$ cat config.mk
export PLATFORM = sky130hd
export DESIGN_NAME = gray_receptor
export DESIGN_NICKNAME = d
export VERILOG_FILES = /design/src/rtl/gray_pkg.sv /design/src/rtl/gray2bin.sv /design/src/rtl/gray_receptor.sv
export SDC_FILE = /design/constraint.sdc
export NUM_CORES = 1
export LEC_CHECK = 0
export CORE_AREA = 2 2 43 45
export CTS_CLUSTER_DIAMETER = 40
export DETAILED_ROUTE_END_ITERATION = 10
export DIE_AREA = 0 0 45 47
export PLACE_DENSITY = 0.74
export SETUP_SLACK_MARGIN = 0.2
export SYNTH_ARGS = -nofsm -noshare
export SYNTH_HDL_FRONTEND = slang
export SYNTH_HIERARCHICAL = 1
export SYNTH_SLANG_ARGS = --single-unit
$ cat constraint.sdc
create_clock -name clk -period 1.63 [get_ports clk]
set_input_delay 0.4075 -clock clk [delete_from_list [all_inputs] [get_ports clk]]
set_output_delay 0.4075 -clock clk [all_outputs]
set_load 0.01 [all_outputs]
$ cat src/rtl/gray_pkg.sv
// Shared definitions for the Gray-code receptor: FSM state encoding,
// default parameter values and a small Gray helper function.
package gray_pkg;

  // Default Gray word width and error counter width
  localparam int DEFAULT_WIDTH = 4;
  localparam int DEFAULT_ERR_W = 8;

  // Receptor FSM states, 2-bit encoding
  typedef enum logic [1:0] {
    ST_IDLE   = 2'd0,
    ST_SYNC   = 2'd1,
    ST_LOCKED = 2'd2,
    ST_FAULT  = 2'd3
  } rx_state_t;

  // Binary to Gray conversion of a 16-bit value (upper bits unused for narrower words)
  function automatic logic [15:0] bin2gray16(input logic [15:0] bin);
    return bin ^ (bin >> 1);
  endfunction

endpackage

$ cat src/rtl/gray2bin.sv
// Combinational Gray to binary converter: bin[MSB] = g[MSB],
// bin[i] = bin[i+1] ^ g[i], i.e. each binary bit is the XOR of all Gray
// bits at or above its position.
module gray2bin #(
  parameter int WIDTH = 4
) (
  input  logic [WIDTH-1:0] i_gray,
  output logic [WIDTH-1:0] o_bin
);

  // Prefix-XOR from the MSB downward
  always_comb begin
    o_bin = {WIDTH{1'b0}};
    for (int i = 0; i < WIDTH; i++) begin
      o_bin[i] = ^(i_gray >> i);
    end
  end

endmodule

$ cat src/rtl/gray_receptor.sv
// Gray-code receptor: converts sampled Gray words to binary, tracks the
// observed counter with an IDLE/SYNC/LOCKED/FAULT state machine and flags
// illegal steps (anything other than hold or +1 modulo 2^WIDTH while locked).
//
// Optional feature macro: GRAY_RX_ERRCNT_EN
//   defined   -> err_count is a saturating counter of step errors
//   undefined -> err_count is tied to zero, no counter register exists
module gray_receptor
  import gray_pkg::*;
#(
  parameter int WIDTH = DEFAULT_WIDTH,
  parameter int ERR_W = DEFAULT_ERR_W
) (
  input  logic             clk,
  input  logic             reset,
  input  logic             valid_in,
  input  logic [WIDTH-1:0] gray_in,
  output logic [WIDTH-1:0] bin_out,
  output logic             valid_out,
  output logic             locked,
  output logic             step_error,
  output logic [ERR_W-1:0] err_count
);

  rx_state_t        r_state;
  logic [WIDTH-1:0] r_prev;
  logic [WIDTH-1:0] r_bin_out;
  logic             r_valid_out;
  logic             r_locked;
  logic             r_step_error;

  logic [WIDTH-1:0] w_bin;
  logic [WIDTH-1:0] w_inc;
  logic             w_same;
  logic             w_next;
  logic             w_bad_step;

  gray2bin #(
    .WIDTH (WIDTH)
  ) u_gray2bin (
    .i_gray (gray_in),
    .o_bin  (w_bin)
  );

  assign w_inc      = r_prev + {{(WIDTH-1){1'b0}}, 1'b1};
  assign w_same     = (w_bin == r_prev);
  assign w_next     = (w_bin == w_inc);
  // An illegal step can only be detected while locked
  assign w_bad_step = valid_in && (r_state == ST_LOCKED) && !w_same && !w_next;

  // FSM, previous-sample tracking and registered outputs
  always_ff @(posedge clk or posedge reset) begin
    if (reset) begin
      r_state      <= ST_IDLE;
      r_prev       <= {WIDTH{1'b0}};
      r_bin_out    <= {WIDTH{1'b0}};
      r_valid_out  <= 1'b0;
      r_locked     <= 1'b0;
      r_step_error <= 1'b0;
    end else begin
      r_valid_out  <= valid_in;
      r_step_error <= 1'b0;
      if (valid_in) begin
        r_bin_out <= w_bin;
      end else begin
        r_bin_out <= r_bin_out;
      end

      case (r_state)
        ST_IDLE: begin
          r_locked <= 1'b0;
          if (valid_in) begin
            r_prev  <= w_bin;
            r_state <= ST_SYNC;
          end else begin
            r_state <= ST_IDLE;
          end
        end

        // FAULT lasts one cycle; a sample arriving in it is judged as in SYNC
        ST_SYNC, ST_FAULT: begin
          if (valid_in && w_next) begin
            r_prev   <= w_bin;
            r_state  <= ST_LOCKED;
            r_locked <= 1'b1;
          end else if (valid_in) begin
            r_prev   <= w_bin;
            r_state  <= ST_SYNC;
            r_locked <= 1'b0;
          end else begin
            r_state  <= ST_SYNC;
            r_locked <= 1'b0;
          end
        end

        ST_LOCKED: begin
          if (w_bad_step) begin
            r_prev       <= w_bin;
            r_state      <= ST_FAULT;
            r_locked     <= 1'b0;
            r_step_error <= 1'b1;
          end else if (valid_in && w_next) begin
            r_prev   <= w_bin;
            r_state  <= ST_LOCKED;
            r_locked <= 1'b1;
          end else begin
            r_state  <= ST_LOCKED;
            r_locked <= 1'b1;
          end
        end

        default: begin
          r_state  <= ST_IDLE;
          r_locked <= 1'b0;
        end
      endcase
    end
  end

  assign bin_out    = r_bin_out;
  assign valid_out  = r_valid_out;
  assign locked     = r_locked;
  assign step_error = r_step_error;

`ifdef GRAY_RX_ERRCNT_EN
  logic [ERR_W-1:0] r_err_count;

  // Saturating count of illegal Gray steps
  always_ff @(posedge clk or posedge reset) begin
    if (reset) begin
      r_err_count <= {ERR_W{1'b0}};
    end else if (w_bad_step && (r_err_count != {ERR_W{1'b1}})) begin
      r_err_count <= r_err_count + {{(ERR_W-1){1'b0}}, 1'b1};
    end else begin
      r_err_count <= r_err_count;
    end
  end

  assign err_count = r_err_count;
`else
  assign err_count = {ERR_W{1'b0}};
`endif

endmodule

Word level (Yosys, flattened, before mapping)

Index checks and enable logic that the tools add are counted.

Flip-flop bits (word level): 13
Bits of input ports: 7
Logic and storage cells: 39

$add $sub $neg: 1
Equal/unequal tests: 6
Mux-type cells: 14
Reduce and logical (&&, ||, !) cells: 12

Operators with widths:

| cell                | number |
|---|---|
| $mux 4              | 4 |
| $reduce_xor 4->1    | 4 |
| $pmux 4 s3          | 1 |
| $eq 4x4->1          | 2 |
| $mux 1              | 6 |
| $pmux 2 s3          | 1 |
| $add 4x1->4 const B | 1 |
| $eq 2x2->1 const B  | 2 |
| $logic_and 1x1->1   | 4 |
| $ne 3x2->1 const B  | 1 |
| $pmux 1 s3          | 1 |
| $eq 2x1->1 const B  | 1 |
| $logic_not 1->1     | 2 |
| $logic_not 2->1     | 1 |
| $mux 2              | 1 |
| $reduce_or 2->1     | 1 |

Depth between registers and ports, before layout

Depth in word-level cells: 7
Mapped depth: 6
Mapped depth without buffers: 6

By module

Netlist, hierarchy kept.

By module, submodules not included:

| module        | times used | cells an instance | area an instance (um2) | seq. area each (um2) |
|---|---|---|---|---|
| gray_receptor | 1          | 67                | 648.1                  | 325.3 |
| gray2bin      | 1          | 5                 | 50.0                   | 0.0 |

Least setup slack after synthesis

No wires, ideal clock.

Kind: input to register
From: in gray_in[2]
To: reg r_state[0]
Setup time: 143 ps
Arrival: 1492 ps
Required time: 1487 ps
Slack: -6 ps
Stages: 5
Cells stage by stage: xor2_2 -> xor2_1 -> xor2_1 -> nor4_2 -> a311oi_1

Longest elaborated chain between the ends: 7

Ends and longest elaborated chain:

| item                           | RTL line            | source |
|---|---|---|
| start, declared                | gray_receptor.sv:17 | `input logic [WIDTH-1:0] gray_in,` |
| $reduce_xor 4->1 *             | gray2bin.sv:15      | `o_bin[i] = ^(i_gray >> i);` |
| named net w_bin[1]             | gray_receptor.sv:32 | `logic [WIDTH-1:0] w_bin;` |
| $eq 4x4->1                     | gray_receptor.sv:46 | `assign w_same = (w_bin == r_prev);` |
| $logic_not 1->1                | gray_receptor.sv:49 | `assign w_bad_step = valid_in && (r_state == ST_LOCKED) && !w_same && !w_next;` |
| $logic_and 1x1->1 (2 in a row) | gray_receptor.sv:49 |  |
| $mux 1                         | gray_receptor.sv:97 | `if (w_bad_step) begin` |
| $pmux 2 s3 *                   | gray_receptor.sv:69 | `case (r_state)` |
| end signal, assigned           | gray_receptor.sv:54 | `r_state <= ST_IDLE;` |
| end signal, assigned           | gray_receptor.sv:74 | `r_state <= ST_SYNC;` |
| end signal, assigned           | gray_receptor.sv:99 | `r_state <= ST_FAULT;` |
| end, declared                  | gray_receptor.sv:25 | `rx_state_t r_state;` |

Mark *: on every way through the listed nets, which the timed path passes. The rest lies on a longest branch.
A chain may end at the register's enable or synchronous reset.

Final worst setup path

From: in gray_in[3]
To: reg r_locked, in the netlist locked

Longest elaborated chain between the ends: 7

Ends and longest elaborated chain:

| item                           | RTL line             | source |
|---|---|---|
| $reduce_xor 4->1 *             | gray2bin.sv:15       |  |
| named net w_bin[2]             | gray_receptor.sv:32  |  |
| $eq 4x4->1                     | gray_receptor.sv:46  |  |
| $logic_not 1->1                | gray_receptor.sv:49  |  |
| $logic_and 1x1->1 (2 in a row) | gray_receptor.sv:49  |  |
| $mux 1                         | gray_receptor.sv:97  |  |
| $pmux 1 s3 *                   | gray_receptor.sv:69  |  |
| end signal, assigned           | gray_receptor.sv:71  | `r_locked <= 1'b0;` |
| end signal, assigned           | gray_receptor.sv:100 | `r_locked <= 1'b0;` |
| end signal, assigned           | gray_receptor.sv:105 | `r_locked <= 1'b1;` |
| end, declared                  | gray_receptor.sv:29  | `logic r_locked;` |

Marks and branches as above.

==> results.cfg <==
[logic_synthesis]
synthCells = 72
ys_warn_count = 6
yosys.cell_types.count = 20
synth_area_leaders = dfrtp_1, buf_4, xnor2_1
syn_area_sq_um = 698
yosysSeqAreaShare = 0.466
synth_area_per_cell_sq_um = 9.70
ys_seq_elements = 13
synth_area_leader_cell = dfrtp_1
synth_top_area_share = 0.466

[global_route]
grt_pass1_wl_microns = 2130
first_global_vias = 483
grt_max_degree = 14
grt-ovfl-total = 0
gr-usage-all-layers = 0.144
antenna_found_initial = 0

[clock_network]
cts_buffers = 3
hold_buffers = 0
cts.sinks = 13
root_buffer = clkbuf_4
clk_pin_slew_worst_paths_ns = 0.09
cts_tree = done
clk_path_buf_depth = 2
htreeDepth = 1
clkLatencyLatePin_ns = 0.28

[power]
p_sw_mw = 0.339
leakage_nw = 0.482
switching_share = 0.335
ir_drop_mv = 0.719
power.density_nw_per_um2 = 996
pwr-share-seq = 0.404
total_power_mw = 1.01
combinationalPowerShare = 0.394
p_int_mw = 0.672
p_clk_frac = 0.202

[run]
maxCapViolCount = 0

[die]
die_y_microns = 47
dieArea_sq_um = 2120
start_util = 0.423
core_sq_um = 1650
ios = 22
rows = 15
die_width_microns = 45

[timing]
final-setup-viol-count = 0
fin_skew_ns = 0.0128
max_freq_mhz = 667
slew_viol_final = 0
min_period_ns = 1.50
timing_hold_violations_final = 0
rsz0062_at_grt = yes
final.period_utilization = 0.919

[layout]
nets = 106
diodes = 0
fillers = 141
finish.instance_area_sq_um = 1010
area_growth_pct = 45.3
drive_above_1_share = 0.320

[worst_setup_path]
crit_required_ns = 1.84
end_kind = flip-flop
critPathLaunchType = primary input
cpMaxStageDelayCell = xor2_4
crit_path_max_fanout = 4
reg2reg_depth = 5
arrival_ns = 1.71
path_cells = buf_8, xor2_4, xnor2_4, xnor2_4, nand4_1, a211oi_2, a31o_1
crit_path_max_incr_delay_ns = 0.27
critical_path_class = in2reg
path_common_cell = xnor2_4

[placed_design]
dpl-instance-area_sq_um = 872
io_buffers = 13
place_congestion = 0.829
dp_hpwl_microns = 909

[routing]
via_per_inst = 4.62
drt_pass1_iterations = 4
drc = 0
drt_iter0_markers = 10
drt_wl_total_microns = 1290
wl_per_cell_microns = 11.3
num_vias = 527
ant_nets = 0

[hold_path]
min_path_type = in2async

[outcome]
status = finished clean
==> final timing paths <==
check	endpoint	slack (ns)	startpoint
setup reg to reg	locked	0.17	r_prev[0]
min in group clk	flip-flop	0.48	gray_in[3]
hold / removal	bin_out[2]	0.43	reset
hold reg to reg	bin_out[2]	0.52	bin_out[2]
max in group asynchronous	async pin	0.85	reset
setup / recovery	locked	0.13	gray_in[3]
==> power by group through the flow <==
stage               Combinational, mW  Sequential, mW  Clock [mW]
global placement                0.286           0.410           0
CTS                             0.363           0.409       0.203
global route                    0.437           0.416       0.217
detailed placement              0.295           0.413           0
finish                          0.398           0.409       0.204
floorplan                       0.185           0.420           0
==> cell usage after synthesis (all sizes together) <==
master and number:
a31o 2, a311oi 1, nand4 1, xor2 4, nor2 4, nor3 1, nand2 4, buf 9
clkbuf 2, ha 1, o21ai 8, nor4 1, or2 1, inv 9, xnor2 7, nand3 2
dfrtp 13, a211oi 1, conb 1
==> metrics by stage <==
step	instances	hold slack [ns]	TNS (ns)	setup slack, ns	util
finish	114	0.434	0	0.131	0.614
global route	114	0.500	0	0.0523	0.614
CTS	113	0.453	0	0.159	0.594
detailed placement	104	0.517	-2.96	-0.642	0.528
global placement	104	0.508	-2.78	-0.598	0.528
floorplan	79	0.284	0	0.0850	-
==> critical path: cells and delay by family <==
kind / cells / cell delay, ns
compound gates: 2 / 0.37
xor+xnor: 3 / 0.62
buf+inv: 1 / 0.10
simple gates: 1 / 0.20
==> kinds of logic (layout without fill, tap and decap cells) <==
group           count (synthesis)  in the layout  share of synthesized area
other cells                     1              8                    0.00537
buf+inv                        20             38                      0.156
simple gates                   14             14                      0.100
compound gates                 12             12                      0.106
xor+xnor                       11             11                      0.149
fa+ha+maj                       1              1                     0.0179
flops                          13             13                      0.466
==> cells in the final DEF, fill, tap and decap left out, types with 4 or more instances in the layout <==
cell | netlist | routed
buf_4 | 9 | 12
xnor2_1 | 7 | 4
o21ai_0 | 8 | 8
nand2_1 | 4 | 4
conb_1 | 1 | 8
dlygate4sd2_1 | 0 | 7
dfrtp_1 | 13 | 13
inv_1 | 9 | 9
nor2_1 | 4 | 4
==> cell type report <==
type | count | area [sq um] | area share
Multi-Input combinational cell | 46 | 400 | 0.395
Sequential cell | 13 | 325 | 0.321
Timing Repair Buffer | 25 | 208 | 0.205
Inverter | 9 | 33.8 | 0.0333
Clock buffer | 4 | 26.3 | 0.0259
Tap cell | 17 | 21.3 | 0.0210
==> layer usage <==
metal,track usage,part of all wire
met1,0.191,0.45
met2,0.231,0.48
met3,0.0346,0.049
met4,0.0529,0.018
met5,0,0
==> timing repair <==
item                       in CTS  in global routing
setup endpoints to repair      15                  4
buffers inserted                5                  1
gates resized for setup        35                  3
pin swaps                      12                  4
cloned                          0                  0
No activity file was read; power rests on OpenSTA's default activity.
